### src/rtl/cdb_arbiter_if.sv
// ---------------------------------------------------------------------------
// cdb_arbiter_if
// Bundles the functional-unit result handshake and the common data bus
// broadcast for cdb_arbiter.
//   fu_valid/fu_pd/fu_rd/fu_rob_idx/fu_data : per-FU result offered to the bus
//   fu_ready   : per-FU accept (one-hot or zero)
//   cdb_ready  : downstream can take a broadcast this cycle
//   flush      : mispredict flush, kills in-flight results
//   cdb_*      : registered broadcast
// modport slave  : arbiter side
// modport master : FU / downstream side (testbench)
// ---------------------------------------------------------------------------
interface cdb_arbiter_if #(
    parameter int NUM_FU    = 4,
    parameter int PREG_W    = 6,
    parameter int ROB_IDX_W = 5
);
    logic [NUM_FU-1:0]                fu_valid;
    logic [NUM_FU-1:0][PREG_W-1:0]    fu_pd;
    logic [NUM_FU-1:0][4:0]           fu_rd;
    logic [NUM_FU-1:0][ROB_IDX_W-1:0] fu_rob_idx;
    logic [NUM_FU-1:0][31:0]          fu_data;
    logic [NUM_FU-1:0]                fu_ready;
    logic                             cdb_ready;
    logic                             flush;
    logic                             cdb_valid;
    logic [PREG_W-1:0]                cdb_pd;
    logic [4:0]                       cdb_rd;
    logic [ROB_IDX_W-1:0]             cdb_rob_idx;
    logic [31:0]                      cdb_data;

    modport slave (
        input  fu_valid, fu_pd, fu_rd, fu_rob_idx, fu_data, cdb_ready, flush,
        output fu_ready, cdb_valid, cdb_pd, cdb_rd, cdb_rob_idx, cdb_data
    );

    modport master (
        output fu_valid, fu_pd, fu_rd, fu_rob_idx, fu_data, cdb_ready, flush,
        input  fu_ready, cdb_valid, cdb_pd, cdb_rd, cdb_rob_idx, cdb_data
    );
endinterface

### src/rtl/cdb_arbiter.sv
// ---------------------------------------------------------------------------
// cdb_arbiter
// Round-robin arbiter granting one functional unit per cycle onto a single
// registered common data bus (latency 1, back-to-back capable).
// Ports:
//   clk   : clock, rising edge
//   rst_n : asynchronous active-low reset
//   bus   : cdb_arbiter_if.slave (FU handshake in, CDB broadcast out)
// ---------------------------------------------------------------------------
module cdb_arbiter #(
    parameter int NUM_FU    = 4,
    parameter int PREG_W    = 6,
    parameter int ROB_IDX_W = 5
) (
    input  logic          clk,
    input  logic          rst_n,
    cdb_arbiter_if.slave  bus
);
    localparam int PTR_W = (NUM_FU > 1) ? $clog2(NUM_FU) : 1;

    logic [PTR_W-1:0]     r_rr_ptr;
    logic                 r_cdb_valid;
    logic [PREG_W-1:0]    r_cdb_pd;
    logic [4:0]           r_cdb_rd;
    logic [ROB_IDX_W-1:0] r_cdb_rob_idx;
    logic [31:0]          r_cdb_data;

    logic                 w_can_accept;
    logic                 w_found;
    logic [PTR_W-1:0]     w_winner;
    logic                 w_grant;

    // Index addition modulo NUM_FU; works for non-power-of-two NUM_FU.
    function automatic logic [PTR_W-1:0] wrap_add(input logic [PTR_W-1:0] a, input int b);
        int s;
        s = int'(a) + b;
        if (s >= NUM_FU) s = s - NUM_FU;
        return PTR_W'(s);
    endfunction

    // Reset gating keeps every grant low while rst_n is held.
    assign w_can_accept = (!r_cdb_valid || bus.cdb_ready) && !bus.flush && rst_n;

    // Scan upward from the round-robin pointer; only fu_valid is looked at,
    // so grant timing is independent of payload contents.
    always_comb begin
        w_found  = 1'b0;
        w_winner = '0;
        for (int k = 0; k < NUM_FU; k++) begin
            if (!w_found && bus.fu_valid[wrap_add(r_rr_ptr, k)]) begin
                w_found  = 1'b1;
                w_winner = wrap_add(r_rr_ptr, k);
            end
        end
    end

    assign w_grant      = w_found && w_can_accept;
    assign bus.fu_ready = w_grant ? (NUM_FU'(1) << w_winner) : '0;

    always_ff @(posedge clk or negedge rst_n) begin
        if (!rst_n) begin
            r_rr_ptr      <= '0;
            r_cdb_valid   <= 1'b0;
            r_cdb_pd      <= '0;
            r_cdb_rd      <= '0;
            r_cdb_rob_idx <= '0;
            r_cdb_data    <= '0;
        end else if (bus.flush) begin
            r_cdb_valid <= 1'b0;
        end else if (w_grant) begin
            r_cdb_valid   <= 1'b1;
            r_cdb_pd      <= bus.fu_pd[w_winner];
            r_cdb_rd      <= bus.fu_rd[w_winner];
            r_cdb_rob_idx <= bus.fu_rob_idx[w_winner];
            r_cdb_data    <= bus.fu_data[w_winner];
            r_rr_ptr      <= wrap_add(w_winner, 1);
        end else if (bus.cdb_ready) begin
            r_cdb_valid <= 1'b0;
        end
    end

    assign bus.cdb_valid   = r_cdb_valid;
    assign bus.cdb_pd      = r_cdb_pd;
    assign bus.cdb_rd      = r_cdb_rd;
    assign bus.cdb_rob_idx = r_cdb_rob_idx;
    assign bus.cdb_data    = r_cdb_data;
endmodule

### src/flat_wrapper.sv
// flat-port wrapper written by rule: the top's interface ports become plain ports
module cdb_arbiter_flat 
#(
    parameter int NUM_FU    = 4,
    parameter int PREG_W    = 6,
    parameter int ROB_IDX_W = 5
)
  (clk, rst_n, bus_fu_valid, bus_fu_pd, bus_fu_rd, bus_fu_rob_idx, bus_fu_data, bus_cdb_ready, bus_flush, bus_fu_ready, bus_cdb_valid, bus_cdb_pd, bus_cdb_rd, bus_cdb_rob_idx, bus_cdb_data);
  cdb_arbiter_if #(.NUM_FU(NUM_FU), .PREG_W(PREG_W), .ROB_IDX_W(ROB_IDX_W)) bus_i ();
  input  logic clk;
  input  logic rst_n;
  input wire logic [$bits(bus_i.fu_valid)-1:0] bus_fu_valid;
  input wire logic [$bits(bus_i.fu_pd)-1:0] bus_fu_pd;
  input wire logic [$bits(bus_i.fu_rd)-1:0] bus_fu_rd;
  input wire logic [$bits(bus_i.fu_rob_idx)-1:0] bus_fu_rob_idx;
  input wire logic [$bits(bus_i.fu_data)-1:0] bus_fu_data;
  input wire logic [$bits(bus_i.cdb_ready)-1:0] bus_cdb_ready;
  input wire logic [$bits(bus_i.flush)-1:0] bus_flush;
  output wire logic [$bits(bus_i.fu_ready)-1:0] bus_fu_ready;
  output wire logic [$bits(bus_i.cdb_valid)-1:0] bus_cdb_valid;
  output wire logic [$bits(bus_i.cdb_pd)-1:0] bus_cdb_pd;
  output wire logic [$bits(bus_i.cdb_rd)-1:0] bus_cdb_rd;
  output wire logic [$bits(bus_i.cdb_rob_idx)-1:0] bus_cdb_rob_idx;
  output wire logic [$bits(bus_i.cdb_data)-1:0] bus_cdb_data;
  assign bus_i.fu_valid = bus_fu_valid;
  assign bus_i.fu_pd = bus_fu_pd;
  assign bus_i.fu_rd = bus_fu_rd;
  assign bus_i.fu_rob_idx = bus_fu_rob_idx;
  assign bus_i.fu_data = bus_fu_data;
  assign bus_i.cdb_ready = bus_cdb_ready;
  assign bus_i.flush = bus_flush;
  assign bus_fu_ready = bus_i.fu_ready;
  assign bus_cdb_valid = bus_i.cdb_valid;
  assign bus_cdb_pd = bus_i.cdb_pd;
  assign bus_cdb_rd = bus_i.cdb_rd;
  assign bus_cdb_rob_idx = bus_i.cdb_rob_idx;
  assign bus_cdb_data = bus_i.cdb_data;
  cdb_arbiter #(.NUM_FU(NUM_FU), .PREG_W(PREG_W), .ROB_IDX_W(ROB_IDX_W)) u_core (.clk(clk), .rst_n(rst_n), .bus(bus_i));
endmodule
### config.mk
export PLATFORM = sky130hd
export DESIGN_NAME = cdb_arbiter_flat
export DESIGN_NICKNAME = d
export VERILOG_FILES = /design/src/rtl/cdb_arbiter_if.sv /design/src/rtl/cdb_arbiter.sv /design/src/flat_wrapper.sv
export SDC_FILE = /design/constraint.sdc
export NUM_CORES = 1
export LEC_CHECK = 0
export CAP_MARGIN = 20
export CORE_MARGIN = 8
export CORE_UTILIZATION = 35
export CTS_BUF_LIST = sky130_fd_sc_hd__clkbuf_2
export CTS_CLUSTER_DIAMETER = 150
export DETAILED_ROUTE_END_ITERATION = 8
export GPL_ROUTABILITY_DRIVEN = 1
export PLACE_DENSITY_LB_ADDON = 0.15
export SLEW_MARGIN = 20
export SYNTH_ARGS = -nofsm -noshare
export SYNTH_HDL_FRONTEND = slang
export SYNTH_SLANG_ARGS = --single-unit
### constraint.sdc
create_clock -name clk -period 2.2 [get_ports clk]
set_input_delay 0.44 -clock clk [delete_from_list [all_inputs] [get_ports clk]]
set_output_delay 0.44 -clock clk [all_outputs]
set_load 0.02 [all_outputs]
; ---- Word-level counts from Yosys, hierarchy flattened
; Cells that the tools add are included.
[totals]
ff_bits = 51
in_bits = 200
out_inout_bits = 53
word_cells = 74
[op_classes]
add_sub_neg = 9
magnitude_cmp = 10
shifts = 1
n_mux = 33
bitwise = 1
reduce_logical = 14
[op_table]
columns = operator, count
row1 = binary-select mux 32 bit (select 2 bit), 1
row2 = two-way mux 32 bit, 1
row3 = binary-select mux 5 bit (select 2 bit), 2
row4 = two-way mux 2 bit, 9
row5 = "less-than comparator 2 x 3 -> 1 bit, second input constant", 5
row6 = binary-select mux 6 bit (select 2 bit), 1
row7 = ">= comparator 3 bit, second input constant", 4
row8 = two-way mux 1 bit, 11
row9 = two-way mux 5 bit, 2
row10 = "subtractor 2 x 1 -> 2 bit, second input constant", 5
row11 = binary-select mux 1 bit (select 2 bit), 4
row12 = "adder 2 x 1 -> 3 bit, second input constant", 2
row13 = "adder 2 x 2 -> 3 bit, second input constant", 2
row14 = logical AND 1 bit, 6
row15 = two-way mux 6 bit, 1
row16 = zero test 1 bit, 5
row17 = two-way mux 4 bit, 1
row18 = "<< shifter 1 x 2 -> 4 bit, first input constant", 1
row19 = ">= comparator 2 x 3 -> 1 bit, second input constant", 1
row20 = nonzero test 3 bit, 1
row21 = AND reduction 2 bit, 1
row22 = logical OR 1 bit, 1
row23 = NOT 1 bit, 1

; ---- Logic depth before layout (Yosys ltp)
; Gate-level depths: netlist (run 1).
[logic_depth]
word_depth = 17
depth_mapped = 9
mapped_depth_nobuf = 6

; ---- Least setup slack after synthesis (run 1)
; Ideal clock, no wire load.
[synth_path]
kind = input to output
from = input bus_fu_valid[0]
to = output bus_fu_ready[1]
t_arrival_ns = 1.708
required_ns = 1.760
setup_slack_ns = 0.052
cell_stages = 9
path_buffers = 3
path_cell_list = a21o_1 > a21oi_1 > o22a_1 > buf_6 > buf_8 > buf_6 > inv_1 > ha_1 > and2_1
[synth_via]
elab_chain_len = 14
elab_cells_between_ends = 25
cone_classes = 1 x shift / 17 x mux / 7 x reduce/logical
[synth_lines]
columns = item, line
row1 = from (decl), flat_wrapper.sv:12  ; input wire logic [$bits(bus_i.fu_valid)-1:0] bus_fu_valid;
row2 = binary-select mux 1 bit (select 2 bit), cdb_arbiter.sv:50  ; if (!w_found && bus.fu_valid[wrap_add(r_rr_ptr, k)]) begin
row3 = two-way mux 1 bit (not written as such), cdb_arbiter.sv:50
row4 = two-way mux 1 bit, cdb_arbiter.sv:50
row5 = zero test 1 bit, cdb_arbiter.sv:50
row6 = logical AND 1 bit, cdb_arbiter.sv:50
row7 = two-way mux 1 bit, cdb_arbiter.sv:50
row8 = zero test 1 bit, cdb_arbiter.sv:50
row9 = logical AND 1 bit, cdb_arbiter.sv:50
row10 = two-way mux 1 bit, cdb_arbiter.sv:50
row11 = zero test 1 bit, cdb_arbiter.sv:50
row12 = logical AND 1 bit, cdb_arbiter.sv:50
row13 = two-way mux 2 bit or two-way mux 1 bit (tied branches), cdb_arbiter.sv:50
row14 = << shifter 1 x 2 -> 4 bit or logical AND 1 bit (tied branches), "cdb_arbiter.sv:58, cdb_arbiter.sv:57"
row15 = two-way mux 4 bit *, cdb_arbiter.sv:58  ; assign bus.fu_ready = w_grant ? (NUM_FU'(1) << w_winner) : '0;
row16 = to (decl), flat_wrapper.sv:19  ; output wire logic [$bits(bus_i.fu_ready)-1:0] bus_fu_ready;
; Mark *: on every way between the ends. The rest lies on a longest branch, timed or not. The select of a mux whose other input is x is not followed.

; ---- Worst setup path in the final report (run 1)
[layout_path]
from = input bus_fu_valid[2]
to = output bus_fu_ready[2]
; The elaborated chain is that of the path after synthesis.

==> run metrics, run 1 <==
CP bufs+invs=6; Final Cycle Share=111.0%; kind of cell adding the most delay to the critical path=buffers and inverters; I/O Pins=~250; dpl cell area=5919 sq um; initial core utilization=35.54%; outcome=finished with violations; leakage=0.002642 uW; Routed WL=around 13 mm; clock skew=0.02662 ns; Die X=112.2 microns; actual slew at the worst max-slew pin=0.6540 ns; post-route cell area=~6100 sq um; Syn Area/Cell=about 11 sq um; Clock Tree Root=clkbuf_2; post-synthesis cell area=3237 sq um; ANT nets after route=0; Die H=112.2 microns; post-synth top area share=39.43%; gr ovfl total=0; Fmax=409.5 MHz; Worst setup EP type=output port; commonest non-fill, non-tap cells in the layout=245 x clkdlybuf4s50_1, 96 x mux2i_1, 51 x nand2_1, 50 x dfrtp_1, 48 x o221ai_1; Min-Delay Path Class=in2async; most numerous cell on the critical path=buf_6; detailed-router iteration count before antenna repair=4; Routed WL per cell=18.92 microns; Iter 0 DRT Violations=124; initial antenna violation count=0; top cells by area, synth=dfrtp_1 39%, mux2i_1 30%, o221ai_1 13%; max-cap viol count=0; Num CTS Buffers=5; Hold Slack=0.1140 ns; Sink Count=a little over 50; die area=roughly 13000 sq um; Worst slew margin=around 56%; total negative slack=-0.7848 ns; Synth area leader=dfrtp_1; Residual DRC=0; clock buffer depth=2; Hold Fails Final Rpt=0; Final #Nets=765; Clock transition at path regs=0.25 ns; min Tclk post-route=2.442 ns; Crit Path Max Fanout=4; IO Port Bufs=252; CTS tree=yes; sequential share of the synthesized area=39.43%; largest net degree at the start of global routing=55; most common cell after layout, fill and taps aside=clkdlybuf4s50_1; H-tree Lvls=2; Setup violations, final=4; max-slew violation count=0; RSZ-0062 raised after global routing=true; Netlist cell types=25; crit-path max cell delay=between 0.4 and 0.5 ns; via/cell ratio=5.125; total number of vias=3449; worst skew pair latency=0.43 ns; Crit path arrival time=about 2.0 ns; peak supply drop=0.0003803 V; CP Class=in2out; CP startpoint kind=input port; worst path cell trace=clkdlybuf4s50_1, inv_1, o22ai_2, a211oi_2, buf_4, inv_2, buf_6, ha_4, and2_4, buf_6; power per cell area=slightly above 800 nW/um^2; failing checks=negative setup slack; Antenna Cells=0; vias in the first global route=3816; Rows=35; fin worst setup slack=-0.2421 ns; Critical-path top delay cell=clkdlybuf4s50_1; syn_nets=508; RePlAce Congestion=0.8428; Core ar.=9109 sq um; cts hold-fix bufs=0; Area growth, synth to finish=88.52%; layout cell share with drive strength beyond 1=between 9 and 10%; #FFs+latches synth=51; Cells after Synth=approximately 300; global-route wire length before repair=19.94 mm; CP required=1.76 ns; dpl hpwl=around 10 mm; Total GRT Usage=19.61%; Warnings, synthesis=0
sequential cells by signal, summed over array words and instances, names as in the netlist:
signal	flops
u_core.bus.cdb_rob_idx	5
u_core.bus.cdb_pd	6
u_core.bus.cdb_valid	1
u_core.bus.cdb_data	32
u_core.r_rr_ptr	2
u_core.bus.cdb_rd	5
synthesized netlist by cell type (all sizes together):
library cell	number
nand2b	3
a211oi	1
inv	5
clkbuf	10
dfrtp	51
a21boi	1
and4b	1
a21oi	3
o221ai	48
nand3	1
nor2	1
nand2	53
ha	4
o22ai	1
mux2i	96
and2	4
buf	17
a21o	1
nand4b	1
o21ai	1
o22a	1
kinds of logic (layout without fill, tap and decap cells):
kind of cell,Yosys count,after routing,share of synthesized area [%]
AO/OA/AOI/OAI,57,57,14.92
buffers and inverters,32,290,6.069
flip-flops,51,51,39.43
multiplexers,96,96,29.69
adder cells (fa/ha/maj),4,4,1.546
AND/OR/NAND/NOR,64,64,8.349
path summary, 6_finish.rpt:
check                                                            to                           startpoint  slack, ns  depth (start not counted)
worst max-delay path                                bus_fu_ready[2]                      bus_fu_valid[2]      -0.24                         10
worst min-delay path            u_core.bus.cdb_data[13]$_DFFE_PN0P_                                rst_n       0.11                          2
worst max register to register  u_core.bus.cdb_data[24]$_DFFE_PN0P_       u_core.r_rr_ptr[0]$_DFFE_PN0P_       0.09                          8
worst min register to register  u_core.bus.cdb_data[21]$_DFFE_PN0P_  u_core.bus.cdb_data[21]$_DFFE_PN0P_       0.52                          2
max in group asynchronous            u_core.r_rr_ptr[1]$_DFFE_PN0P_                                rst_n       1.64                          2
min in group clk                     u_core.r_rr_ptr[1]$_DFFE_PN0P_                                rst_n       0.50                          4
final cells by class:
cell class	count	area, sq um
multi-input combinational	221	1847
clock inverter	1	5.005
inverter	5	18.77
fill	731	3007
timing repair buffer	277	2780
tap	111	138.9
clock buffer	7	35.03
sequential	51	1277
routing by layer:
| metal | wire length (microns) | global-route usage, % |
|---|---|---|
| met5 | 0 | 0 |
| met4 | 156 | 4.317 |
| met3 | 1055 | 6.871 |
| met2 | 6740 | 36.17 |
| met1 | 4782 | 20.99 |
what timing repair did:
| item | 4_1_cts | 5_1_grt |
|---|---|---|
| setup endpoints to repair | 4 | 9 |
| gates resized for setup | 38 | 5 |
| setup buffers | 4 | 2 |
| pin swaps | 4 | 3 |
| gates cloned | 0 | 0 |
stage by stage:
step	cells	power (uW)	worst slack (ns)	utilization, %
after floorplan	304	3127	0.05233	-
after global placement	659	4512	-0.6912	64.99
after detailed placement	659	4563	-0.7331	64.99
after CTS	671	5046	-0.2818	66.58
after global routing	673	5335	-0.3397	66.99
final	673	5017	-0.2421	66.99
report_power, final:
part	internal [uW]	switching, uW
Sequential	1300	207
Clock	86.7	287
Combinational	1670	1470
(Power assumes the default switching activity.)
==> run 2, diff against run 1 <==
--- a/config.mk
+++ b/config.mk
@@ -13,6 +13,7 @@
 export DETAILED_ROUTE_END_ITERATION = 8
 export GPL_ROUTABILITY_DRIVEN = 1
 export PLACE_DENSITY_LB_ADDON = 0.15
+export SKIP_CTS_REPAIR_TIMING = 1
 export SLEW_MARGIN = 20
 export SYNTH_ARGS = -nofsm -noshare
 export SYNTH_HDL_FRONTEND = slang
==> run metrics, run 2 (same netlist as run 1, synthesis figures left out) <==
CP bufs+invs=5 (was 6); Rows=35 (unchanged); peak supply drop=0.0003833 V (was 0.0003803 V); Comb pwr share=62.0% (was 62.5%); Final #Nets=761 (was 765); Crit Path Max Fanout=4 (unchanged); total number of vias=3441 (was 3449); Reg2Reg Depth=7 (was 8); Antenna Cells=0 (unchanged); Area growth, synth to finish=85.85% (was 88.52%); RSZ-0062 raised after global routing=true (unchanged); r2r startpoint=u_core.r_rr_ptr[1]$_DFFE_PN0P_ (was u_core.r_rr_ptr[0]$_DFFE_PN0P_); H-tree Lvls=2 (unchanged); CP startpoint kind=flip-flop (was input port); initial core utilization=35.54% (unchanged); Core ar.=9109 sq um (unchanged); clock skew=0.03153 ns (was 0.02662 ns); Crit path arrival time=2.01 ns (was 2.00 ns); leakage=0.002628 uW (was 0.002642 uW); vias in the first global route=3768 (was 3816); Total GRT Usage=19.52% (was 19.61%); Die X=112.2 microns (unchanged); Power Internal=2993 uW (was 3055 uW); Worst Setup SP=u_core.r_rr_ptr[1]$_DFFE_PN0P_ (was bus_fu_valid[2]); RePlAce Congestion=0.8428 (unchanged); Min-Delay Path Class=in2async (unchanged); sequential share of power=30.3% (was 30.0%); worst skew pair latency=0.43 ns (about the same); Num CTS Buffers=5 (unchanged); max FFs per register=32 (unchanged); ANT nets after route=0 (unchanged); post-route cell area=6016 sq um (was 6102 sq um); Die H=112.2 microns (unchanged); fin worst setup slack=-0.2526 ns (was -0.2421 ns); IO Port Bufs=252 (unchanged); initial antenna violation count=0 (unchanged); Switching Share=39.32% (was 39.10%); Routed WL=12.73 mm (about the same); fillers=736 (was 731); global-route wire length before repair=19.80 mm (was 19.94 mm); Clk pwr share=7.6% (was 7.4%); Hold Fails Final Rpt=0 (unchanged); failing checks=negative setup slack (unchanged); clock buffer depth=2 (unchanged); Critical-path top delay cell=dfrtp_1 (was clkdlybuf4s50_1); Worst setup EP type=output port (unchanged); crit-path max cell delay=0.47 ns (was 0.42 ns); CTS tree=yes (unchanged); detailed-router iteration count before antenna repair=4 (unchanged); Routed WL per cell=19.03 microns (was 18.92 microns); Clock Tree Root=clkbuf_2 (unchanged); I/O Pins=253 (unchanged); worst path cell trace=buf_4, a211oi_2, buf_4, inv_4, buf_6, ha_4, and2_4, buf_6 (was clkdlybuf4s50_1, inv_1, o22ai_2, a211oi_2, buf_4, inv_2, buf_6, ha_4, and2_4, buf_6); worst reg2reg setup slack=0.09 ns (about the same); actual slew at the worst max-slew pin=0.6582 ns (was 0.6540 ns); Fmax=407.7 MHz (was 409.5 MHz); Final Cycle Share=111.5% (was 111.0%); dpl cell area=5919 sq um (unchanged); Worst slew margin=56.12% (was 56.40%); min Tclk post-route=2.453 ns (was 2.442 ns); dpl hpwl=10.45 mm (unchanged); largest net degree at the start of global routing=55 (unchanged); Clock transition at path regs=0.26 ns (was 0.25 ns); NetSw=1940 uW (was 1962 uW); CP required=1.76 ns (about the same); Sink Count=51 (unchanged); max-cap viol count=0 (unchanged); max-slew violation count=0 (unchanged); Residual DRC=0 (unchanged); R2R Path End=u_core.bus.cdb_data[24]$_DFFE_PN0P_ (unchanged); most common cell after layout, fill and taps aside=clkdlybuf4s50_1 (unchanged); via/cell ratio=5.143 (was 5.125); Setup violations, final=4 (unchanged); die area=12580 sq um (unchanged); power per cell area=820.0 nW/um^2 (was 822.2 nW/um^2); CP Class=reg2out (was in2out); Iter 0 DRT Violations=130 (was 124); commonest non-fill, non-tap cells in the layout=245 x clkdlybuf4s50_1, 96 x mux2i_1, 51 x nand2_1, 51 x dfrtp_1, 48 x o221ai_1 (was 245 x clkdlybuf4s50_1, 96 x mux2i_1, 51 x nand2_1, 50 x dfrtp_1, 48 x o221ai_1); outcome=finished with violations (unchanged); gr ovfl total=0 (unchanged); Hold Slack=0.1122 ns (was 0.1140 ns); kind of cell adding the most delay to the critical path=buffers and inverters (unchanged); layout cell share with drive strength beyond 1=7.885% (was 9.964%)
## run 2: cell types whose count changed in the layout (fill, tap and decap cells not counted), sizes merged
cell and delta:
dlygate4sd2 -2, dlymetal6s2s +2, buf -4
## run 2: worst max-delay path by stage
stage	endpoint	cells after the start
finish	bus_fu_ready[2]	8
global route	bus_fu_ready[2]	9
CTS	bus_fu_ready[0]	9
floorplan	bus_fu_ready[1]	9
global placement	bus_fu_ready[0]	9
detailed placement	bus_fu_ready[0]	9
## run 2: power by group through the flow
| stage | Combinational, uW | Sequential (uW) | Clock (uW) |
|---|---|---|---|
| floorplan | 1170 | 1960 | 0 |
| CTS | 3060 | 1500 | 394 |
| global route | 3270 | 1550 | 429 |
| finish | 3060 | 1500 | 377 |
| global placement | 3000 | 1510 | 0 |
| detailed placement | 3040 | 1520 | 0 |
## run 2: through the flow
step	std cells	setup WS, ns	setup TNS [ns]	utilization [%]	power (uW)
finish	669	-0.2526	-0.8170	66.04	4933
global route	669	-0.4058	-1.449	66.04	5246
CTS	667	-0.7531	-2.601	65.43	4949
detailed placement	659	-0.7331	-17.05	64.99	4563
global placement	659	-0.6912	-15.25	64.99	4512
floorplan	304	0.05233	0	-	3127
## run 2: area by class of cell
class | count | area (sq um) | area share, %
well taps | 111 | 138.9 | 2.309
flip-flops and latches | 51 | 1276 | 21.21
repair buffers | 273 | 2729 | 45.36
clock inverters | 1 | 5.005 | 0.08319
multi-input cells | 221 | 1810 | 30.10
inverters | 5 | 21.27 | 0.3536
clock buffers | 7 | 35.03 | 0.5824
## run 2: routing by layer
| metal | global-route usage, % | vias to the layer above | part of all wire (%) |
|---|---|---|---|
| li1 | - | 1648 | - |
| met1 | 21.05 | 1621 | 38 |
| met2 | 36.01 | 160 | 52 |
| met3 | 6.602 | 12 | 8.6 |
| met4 | 4.227 | 0 | 1.3 |
| met5 | 0 | - | 0 |
